$ cat src/rtl/pwm_pkg.sv
// pwm_pkg: shared mode encoding and default widths for the multi-channel PWM.
package pwm_pkg;
    typedef enum logic {PWM_EDGE = 1'b0, PWM_CENTER = 1'b1} pwm_mode_t;
    localparam int DEF_N          = 8;
    localparam int DEF_CHANNELS   = 4;
    localparam int DEF_PRESCALE_W = 16;
endpackage

$ cat src/rtl/pwm_tick_gen.sv
// pwm_tick_gen: prescaler producing a one-clk tick every prescale+1 enabled clocks.
module pwm_tick_gen
    import pwm_pkg::*;
#(
    parameter int PRESCALE_W = DEF_PRESCALE_W
) (
    input  logic                  clk,
    input  logic                  rst,
    input  logic                  ena,
    input  logic [PRESCALE_W-1:0] prescale,
    output logic                  tick
);
    localparam logic [PRESCALE_W-1:0] ONE = 1;
    logic [PRESCALE_W-1:0] r_cnt;

    assign tick = ena && (r_cnt == prescale);

    always_ff @(posedge clk) begin
        if (!rst)
            r_cnt <= '0;
        else
            r_cnt <= (!ena || tick) ? '0 : r_cnt + ONE;
    end
endmodule

$ cat src/rtl/pwm_multi.sv
// pwm_multi: shared edge/center-aligned counter driving CHANNELS PWM outputs
// with double-buffered duty, period and mode that swap at period boundaries.
module pwm_multi
    import pwm_pkg::*;
#(
    parameter int N          = DEF_N,
    parameter int CHANNELS   = DEF_CHANNELS,
    parameter int PRESCALE_W = DEF_PRESCALE_W
) (
    input  logic                  clk,
    input  logic                  rst,
    input  logic                  ena,
    input  logic [PRESCALE_W-1:0] prescale,
    input  logic [N-1:0]          period,
    input  logic                  mode,
    input  logic [CHANNELS*N-1:0] duty,
    input  logic [CHANNELS-1:0]   duty_wr,
    input  logic [CHANNELS-1:0]   polarity,
    output logic [CHANNELS-1:0]   out,
    output logic                  period_end
);
    localparam logic [N-1:0] ONE = 1;

    logic      w_tick;
    logic      [N-1:0] r_cnt, w_cnt_nxt, r_period;
    logic      r_down, w_down_nxt;
    logic      w_bnd, w_load;
    pwm_mode_t r_mode;
    logic      r_period_end;

    pwm_tick_gen #(.PRESCALE_W(PRESCALE_W)) u_tick (
        .clk      (clk),
        .rst      (rst),
        .ena      (ena),
        .prescale (prescale),
        .tick     (w_tick)
    );

    // The >= compare keeps edge mode wrapping at the latched P even if the input P shrank.
    always_comb begin
        w_cnt_nxt  = (r_mode == PWM_EDGE) ? ((r_cnt >= r_period) ? '0 : r_cnt + ONE) :
                     (r_period == '0) ? '0 :
                     (!r_down && r_cnt < r_period) ? r_cnt + ONE : r_cnt - ONE;
        w_down_nxt = (w_cnt_nxt == '0) ? 1'b0 :
                     (r_mode == PWM_CENTER && r_cnt >= r_period) ? 1'b1 : r_down;
        w_bnd      = w_tick && (w_cnt_nxt == '0);
        w_load     = !ena || w_bnd;
    end

    always_ff @(posedge clk) begin
        if (!rst) begin
            r_cnt        <= '0;
            r_down       <= 1'b0;
            r_period     <= '1;
            r_mode       <= PWM_EDGE;
            r_period_end <= 1'b0;
        end else begin
            r_cnt        <= !ena ? '0 : w_tick ? w_cnt_nxt : r_cnt;
            r_down       <= !ena ? 1'b0 : w_tick ? w_down_nxt : r_down;
            r_period_end <= w_bnd;
            if (w_load) begin
                r_period <= period;
                r_mode   <= pwm_mode_t'(mode);
            end
        end
    end

    assign period_end = r_period_end;

    for (genvar g = 0; g < CHANNELS; g++) begin : ch
        logic [N-1:0] r_pend, r_act, w_pend_nxt;
        logic         w_cmp, r_o;

        // A write in a load cycle passes straight through to the active duty.
        always_comb begin
            w_pend_nxt = duty_wr[g] ? duty[g*N +: N] : r_pend;
            w_cmp      = r_cnt < r_act;
        end

        always_ff @(posedge clk) begin
            if (!rst) begin
                r_pend <= '0;
                r_act  <= '0;
                r_o    <= 1'b0;
            end else begin
                r_pend <= w_pend_nxt;
                r_o    <= ena ? (w_cmp ^ polarity[g]) : polarity[g];
                if (w_load)
                    r_act <= w_pend_nxt;
            end
        end

        assign out[g] = r_o;
    end
endmodule

$ cat config.mk
export PLATFORM = sky130hd
export DESIGN_NAME = pwm_multi
export DESIGN_NICKNAME = d
export VERILOG_FILES = /design/src/rtl/pwm_pkg.sv /design/src/rtl/pwm_tick_gen.sv /design/src/rtl/pwm_multi.sv
export SDC_FILE = /design/constraint.sdc
export NUM_CORES = 1
export LEC_CHECK = 0
export BUFFER_PORTS_ARGS = -buffer_cell sky130_fd_sc_hd__buf_2
export CAP_MARGIN = 20
export CORE_MARGIN = 2
export CORE_UTILIZATION = 35
export CTS_CLUSTER_SIZE = 14
export DETAILED_ROUTE_END_ITERATION = 7
export PLACE_DENSITY = 0.54
export REMOVE_ABC_BUFFERS = 1
export SKIP_CTS_REPAIR_TIMING = 1
export SLEW_MARGIN = 20
export SYNTH_ARGS = -nofsm -noshare
export SYNTH_HDL_FRONTEND = slang
export SYNTH_SLANG_ARGS = --single-unit
$ cat constraint.sdc
create_clock -name clk -period 3.1 [get_ports clk]
set_input_delay 0.31 -clock clk [delete_from_list [all_inputs] [get_ports clk]]
set_output_delay 0.31 -clock clk [all_outputs]
set_load 0.02 [all_outputs]
# Yosys cells after proc, flatten, opt, wreduce, memory -nomap -nowiden
# Cells that the tools add are included.
[word_totals]
reg_bits = 103
in_bits = 68
output_inout_bits = 5
elab_cells = 61
[classes]
n_addsub = 3
magnitude_cmp = 6
eq_ne = 1
n_mux = 14
bitwise_logic = 5
n_reduce_logical = 14
[ops]
columns = ["cell", "n"]
rows = [
  ["two-way mux 8 bit", 8],
  ["less-than comparator 8 bit", 5],
  ["adder 16 x 1 -> 16 bit, second input constant", 1],
  ["equality test 16 bit", 1],
  ["zero test 8 bit", 2],
  ["adder 8 x 1 -> 8 bit, second input constant", 1],
  ["greater-or-equal comparator 8 bit", 1],
  ["subtractor 8 x 1 -> 8 bit, second input constant", 1],
  ["two-way mux 1 bit", 6],
  ["logical AND 1 bit", 4],
  ["AND reduction 2 bit", 2],
  ["bitwise XOR 1 bit", 4],
  ["zero test 1 bit", 2],
  ["logical OR 1 bit", 2],
  ["nonzero test 2 bit", 1],
  ["OR reduction 2 bit", 1],
  ["inverter 1 bit", 1],
]

# Longest topological paths before layout
[logic_depth]
word_depth = 8
mapped_depth = 12
mapped_depth_nobuf = 10

# Hierarchy
# From an unflattened synthesis, not the netlist that was laid out.
[hier_totals]
hier_cells = 589
area_unflattened_um2 = 5516.5
[by_module_without_submodules]
columns = ["mod", "instances", "cells_per_inst", "area_each_um2", "seq_area_each_um2"]
rows = [
  ["pwm_multi", 1, 488, 4611.9, 1741.7],
  ["pwm_tick_gen", 1, 101, 904.6, 320.3],
]

# Worst setup path after synthesis
# OpenSTA, ideal clock, no wires.
[synth_timing]
path_type = "flip-flop to flip-flop"
start = "register r_cnt[0]"
end = "register ch[0].r_act[7]"
setup_ps = 119
arrival_ps = 2626
t_required_ps = 2981
setup_slack_ps = 355
path_stages_with_launch = 13
path_buffers = 2
period_less_slack_ps = 2745
path_cell_list = "dfxtp_1 > buf_1 > inv_1 > ha_1 > nor2b_1 > o211ai_1 > a21o_1 > a32oi_2 > o22ai_1 > nor4_2 > a21oi_2 > buf_2 > a2bb2oi_1"
[synth_via]
elab_chain_len = 8
elab_cells_between_ends = 12
cone_classes = "add/sub (2); order compare (2); mux (4); reduce/logical (4)"
[synth_rtl]
columns = ["item", "line_no", "rtl"]
rows = [
  ["from (decl)", "pwm_multi.sv:25", "logic [N-1:0] r_cnt, w_cnt_nxt, r_period;"],
  ["from (signal assigned)", "pwm_multi.sv:58", "r_cnt <= !ena ? '0 : w_tick ? w_cnt_nxt : r_cnt;"],
  ["less-than comparator 8 bit", "pwm_multi.sv:43", "(!r_down && r_cnt < r_period) ? r_cnt + ONE : r_cnt - ONE;"],
  ["logical AND 1 bit", "pwm_multi.sv:43", ""],
  ["two-way mux 8 bit", "pwm_multi.sv:43", ""],
  ["two-way mux 8 bit", "pwm_multi.sv:42", "(r_period == '0) ? '0 :"],
  ["two-way mux 8 bit *", "pwm_multi.sv:41", "w_cnt_nxt = (r_mode == PWM_EDGE) ? ((r_cnt >= r_period) ? '0 : r_cnt + ONE) :"],
  ["zero test 8 bit *", "pwm_multi.sv:46", "w_bnd = w_tick && (w_cnt_nxt == '0);"],
  ["logical AND 1 bit *", "pwm_multi.sv:46", ""],
  ["logical OR 1 bit *", "pwm_multi.sv:47", "w_load = !ena || w_bnd;"],
  ["to (signal assigned)", "pwm_multi.sv:89", "r_act <= w_pend_nxt;"],
  ["to (decl)", "pwm_multi.sv:71", "logic [N-1:0] r_pend, r_act, w_pend_nxt;"],
]
# Mark *: on every way between the ends. The rest lies on a longest branch, timed or not.
# A chain may end at the register's enable or synchronous reset.

# Worst setup path in the final report
[layout_timing]
start = "register r_period[5]"
end = "register ch[2].r_act[7]"
[layout_via]
elab_chain_len = 8
elab_cells_between_ends = 11
cone_classes = "order compare (2); mux (4); reduce/logical (5)"
[layout_rtl]
columns = ["item", "line_no", "rtl"]
rows = [
  ["from (decl)", "pwm_multi.sv:25", ""],
  ["from (signal assigned)", "pwm_multi.sv:62", "r_period <= period;"],
  ["less-than comparator 8 bit", "pwm_multi.sv:43", ""],
  ["logical AND 1 bit", "pwm_multi.sv:43", ""],
  ["two-way mux 8 bit", "pwm_multi.sv:43", ""],
  ["two-way mux 8 bit", "pwm_multi.sv:42", ""],
  ["two-way mux 8 bit *", "pwm_multi.sv:41", ""],
  ["zero test 8 bit *", "pwm_multi.sv:46", ""],
  ["logical AND 1 bit *", "pwm_multi.sv:46", ""],
  ["logical OR 1 bit *", "pwm_multi.sv:47", ""],
  ["to (signal assigned)", "pwm_multi.sv:89", ""],
  ["to (decl)", "pwm_multi.sv:71", ""],
]
# Marks and branches as above.

==> results.yml <==
worst_setup_path:
  reg2reg_depth: 12
  reg2reg_slack_ps: 220
  crit_type: "reg2reg"
  critPathMaxFanout: 17
  max_stage_delay_ps: 360
  crit_path_start_kind: "flop"
  path_delay_family: "compound AO/OA/AOI/OAI gates"
  path_cells: "inv_1 -> ha_1 -> a21oi_1 -> o21ai_1 -> or2_1 -> o21ai_0 -> o22ai_1 -> nor4_2 -> buf_4 -> a21oi_2 -> buf_4 -> a2bb2oi_1"
  r2r_end: "ch[2].r_act[7]"
  critPathBufInv: 3
  worstPathArrival_ps: 3120
  critPathSlowestCell: "dfxtp_1"
  cp_common_cell: "buf_4"
  crit_path_end_kind: "flop"
  r2r-start: "r_period[5]"
  worstPathRequired_ps: 3340
worst_hold_path:
  hold_depth: 3
  hold_path_startpoint: "polarity[0]"
  min_to: "ch[0].r_o"
  hp-class: "in2reg"
routing:
  drt-total-wl_um: 12500
  route.detailed.drc: 0
  wl_per_cell_um: 14.5
  vias: 4220
  ant_nets: 0
  first_pass_iters: 4
  vias_per_cell: 4.90
  drt_iter0_markers: 190
die:
  io_pins: 73
  num_rows: 45
  die_area_sq_um: 16300
  core_area_sq_um: 15100
  start_util_pct: 35.6
  die_w_um: 128
  die_h_um: 128
clock_network:
  numCtsBuffers: 9
  cts_tree: "built"
  clock_sinks: 103
  htreeDepth: 3
  cts_root_buf: "clkbuf_16"
  clkTransAtPathRegs_ps: 70
  worst_skew_pair.late_latency_ps: 360
  cts_max_path_buffers: 2
timing:
  setup_violations: 0
  worst_clock_skew_ps: 8.16
  finalMaxSlewViolations: 0
  hold_viol: 0
  period_minus_slack_ps: 2880
  fmax_ghz: 0.347
  grt_setup_unrepaired: "false"
  hold_ws_ps: 218
  relSlewSlack_pct: 58.5
  period_share_pct: 92.9
  tightest_slew_ps: 621
logic_synthesis:
  netlist_area_sq_um: 5370
  synth_top_family_by_area: "compound AO/OA/AOI/OAI gates"
  syn_avg_cell_area_sq_um: 9.05
  synth_edf_count: 0
  synth-compound-area-share_pct: 15.1
  ys_warn_count: 0
  synth_adder_area_share_pct: 9.09
  ys_ff_latch: 103
  syn_inst: 593
  synthMuxAreaShare_pct: 8.49
  seq_area_frac_synth_pct: 38.4
  synthSimpleGateAreaFrac_pct: 14.6
  synth-xor-area-share_pct: 6.53
  ys_async_sr_fraction_pct: 0
  synth_cell_types: 53
  synthFlopType: "dfxtp_1"
finish:
  final_common_cell: "dfxtp_1"
  final_cells: 861
  multi_input_area_sq_um: 2900
  diodes: 0
  syn_to_final_growth_pct: 17.8
  mostFrequentLayoutCells: "dfxtp_1 (103), inv_1 (76), buf_2 (72)"
  drive_above_1_share_pct: 21.8
  seq_area_sq_um: 2060
  num-fill-cells: 1534
  nets: 775
global_route:
  grt_max_degree: 41
  grt_use_total_pct: 16.0
  first_global_vias: 4299
  gr-total-overflow: 0
  grt_pass1_wl_um: 20600
  grt_antenna_before_repair: 0
status:
  status: "complete, no violations"
pwr:
  p_leak_nw: 2.88
  ir_drop_mv: 0.248
  totalPowerFinal_mw: 2.99
  p_per_area_nw_per_um2: 473
place:
  placement.io_buffers: 72
  dp_hpwl_um: 9150
  dpl.cell_count: 845
  gp_congestion: 0.922
flow_run:
  maxCapViolCount: 0
==> routing by layer <==
metal  up-vias  global-route usage, %  share of wire, %
met4         0                   8.14               3.2
li1       2170                      -                 -
met1      1914                   19.7                47
met3        31                   3.84               5.2
met5         -                      0                 0
met2       105                   26.2                45
==> synthesized netlist by cell type, types with 2 or more instances <==
| master | number | area [sq um] |
|---|---|---|
| dfxtp_1 | 103 | 2060 |
| inv_1 | 76 | 285 |
| nor2_1 | 54 | 203 |
| nand2_1 | 42 | 158 |
| ha_1 | 39 | 488 |
| xnor2_1 | 33 | 289 |
| mux2_2 | 28 | 315 |
| o2bb2ai_1 | 28 | 245 |
| a21o_1 | 22 | 165 |
| a21oi_1 | 19 | 95.1 |
| nand3_1 | 18 | 90.1 |
| mux2i_1 | 14 | 140 |
| clkbuf_1 | 9 | 33.8 |
| nand2b_1 | 9 | 56.3 |
| nand4_1 | 9 | 56.3 |
| buf_2 | 8 | 40.0 |
| and3_1 | 7 | 43.8 |
| xor2_1 | 7 | 61.3 |
| nor3_1 | 6 | 30.0 |
| a2111o_1 | 4 | 45.0 |
| a2bb2oi_1 | 4 | 35.0 |
| buf_4 | 4 | 30.0 |
| o211ai_1 | 4 | 30.0 |
| o21ai_0 | 4 | 20.0 |
| or2_2 | 4 | 25.0 |
| buf_1 | 3 | 11.3 |
| nor4_1 | 3 | 18.8 |
| a31oi_1 | 2 | 12.5 |
| nor2b_1 | 2 | 12.5 |
| nor4_2 | 2 | 25.0 |
| o22ai_1 | 2 | 12.5 |
| or3_1 | 2 | 12.5 |
| or4_1 | 2 | 15.0 |
==> state kept, by name, indices dropped and copies added (netlist names) <==
signal,cells
ch.r_o,4
r_down,1
r_period,8
r_cnt,8
ch.r_pend,32
u_tick.r_cnt,16
period_end,1
ch.r_act,32
r_mode,1
==> power by group <==
| group | switching, mW | internal (mW) | total (mW) |
|---|---|---|---|
| clock network | 0.512 | 0.755 | 1.27 |
| registers | 0.0265 | 1.39 | 1.41 |
| logic | 0.157 | 0.156 | 0.313 |
| total | 0.695 | 2.30 | 2.99 |
==> through the flow <==
stage	utilization [%]	setup WS, ps	cell area [sq um]	setup TNS, ps
final	41.9	222	6320	0
after global routing	41.9	10.8	6320	0
after CTS	41.9	182	6320	0
after detailed placement	39.7	212	5980	0
after global placement	39.7	277	5980	0
after floorplan	-	-298	5240	-11330
==> layout make-up <==
class                      count  share of cell area [%]
clock buffer                  12                    4.06
clock inverter                 4                    1.23
inverter                      77                    4.57
multi-input combinational    388                    45.9
sequential                   103                    32.6
tap                          188                    3.72
timing repair buffer          89                    7.92
==> how the worst max path moves through the flow <==
stage,from,end,slack (ps),cells after the start
after global placement,r_period[7],ch[2].r_act[7],280,12
after floorplan,r_cnt[1],r_mode,-300,9
after CTS,r_period[7],ch[2].r_act[7],180,12
after detailed placement,r_period[7],ch[3].r_act[7],210,12
final,r_period[5],ch[2].r_act[7],220,12
after global routing,r_period[7],ch[3].r_act[0],10,12
==> tightest hold or removal path, cell delays in order <==
cell and delay, ps:
buf_2 110, nand3_1 60, a21oi_1 50
==> cells by family after synthesis <==
family                     after synthesis
buffers and inverters                  102
DFF                                    103
xor gates and xnor gates                40
muxes                                   42
AOI/OAI and AO/OA                      103
and+or+nand+nor                        164
adders and majority gates               39
No activity file was read; power rests on OpenSTA's default activity.
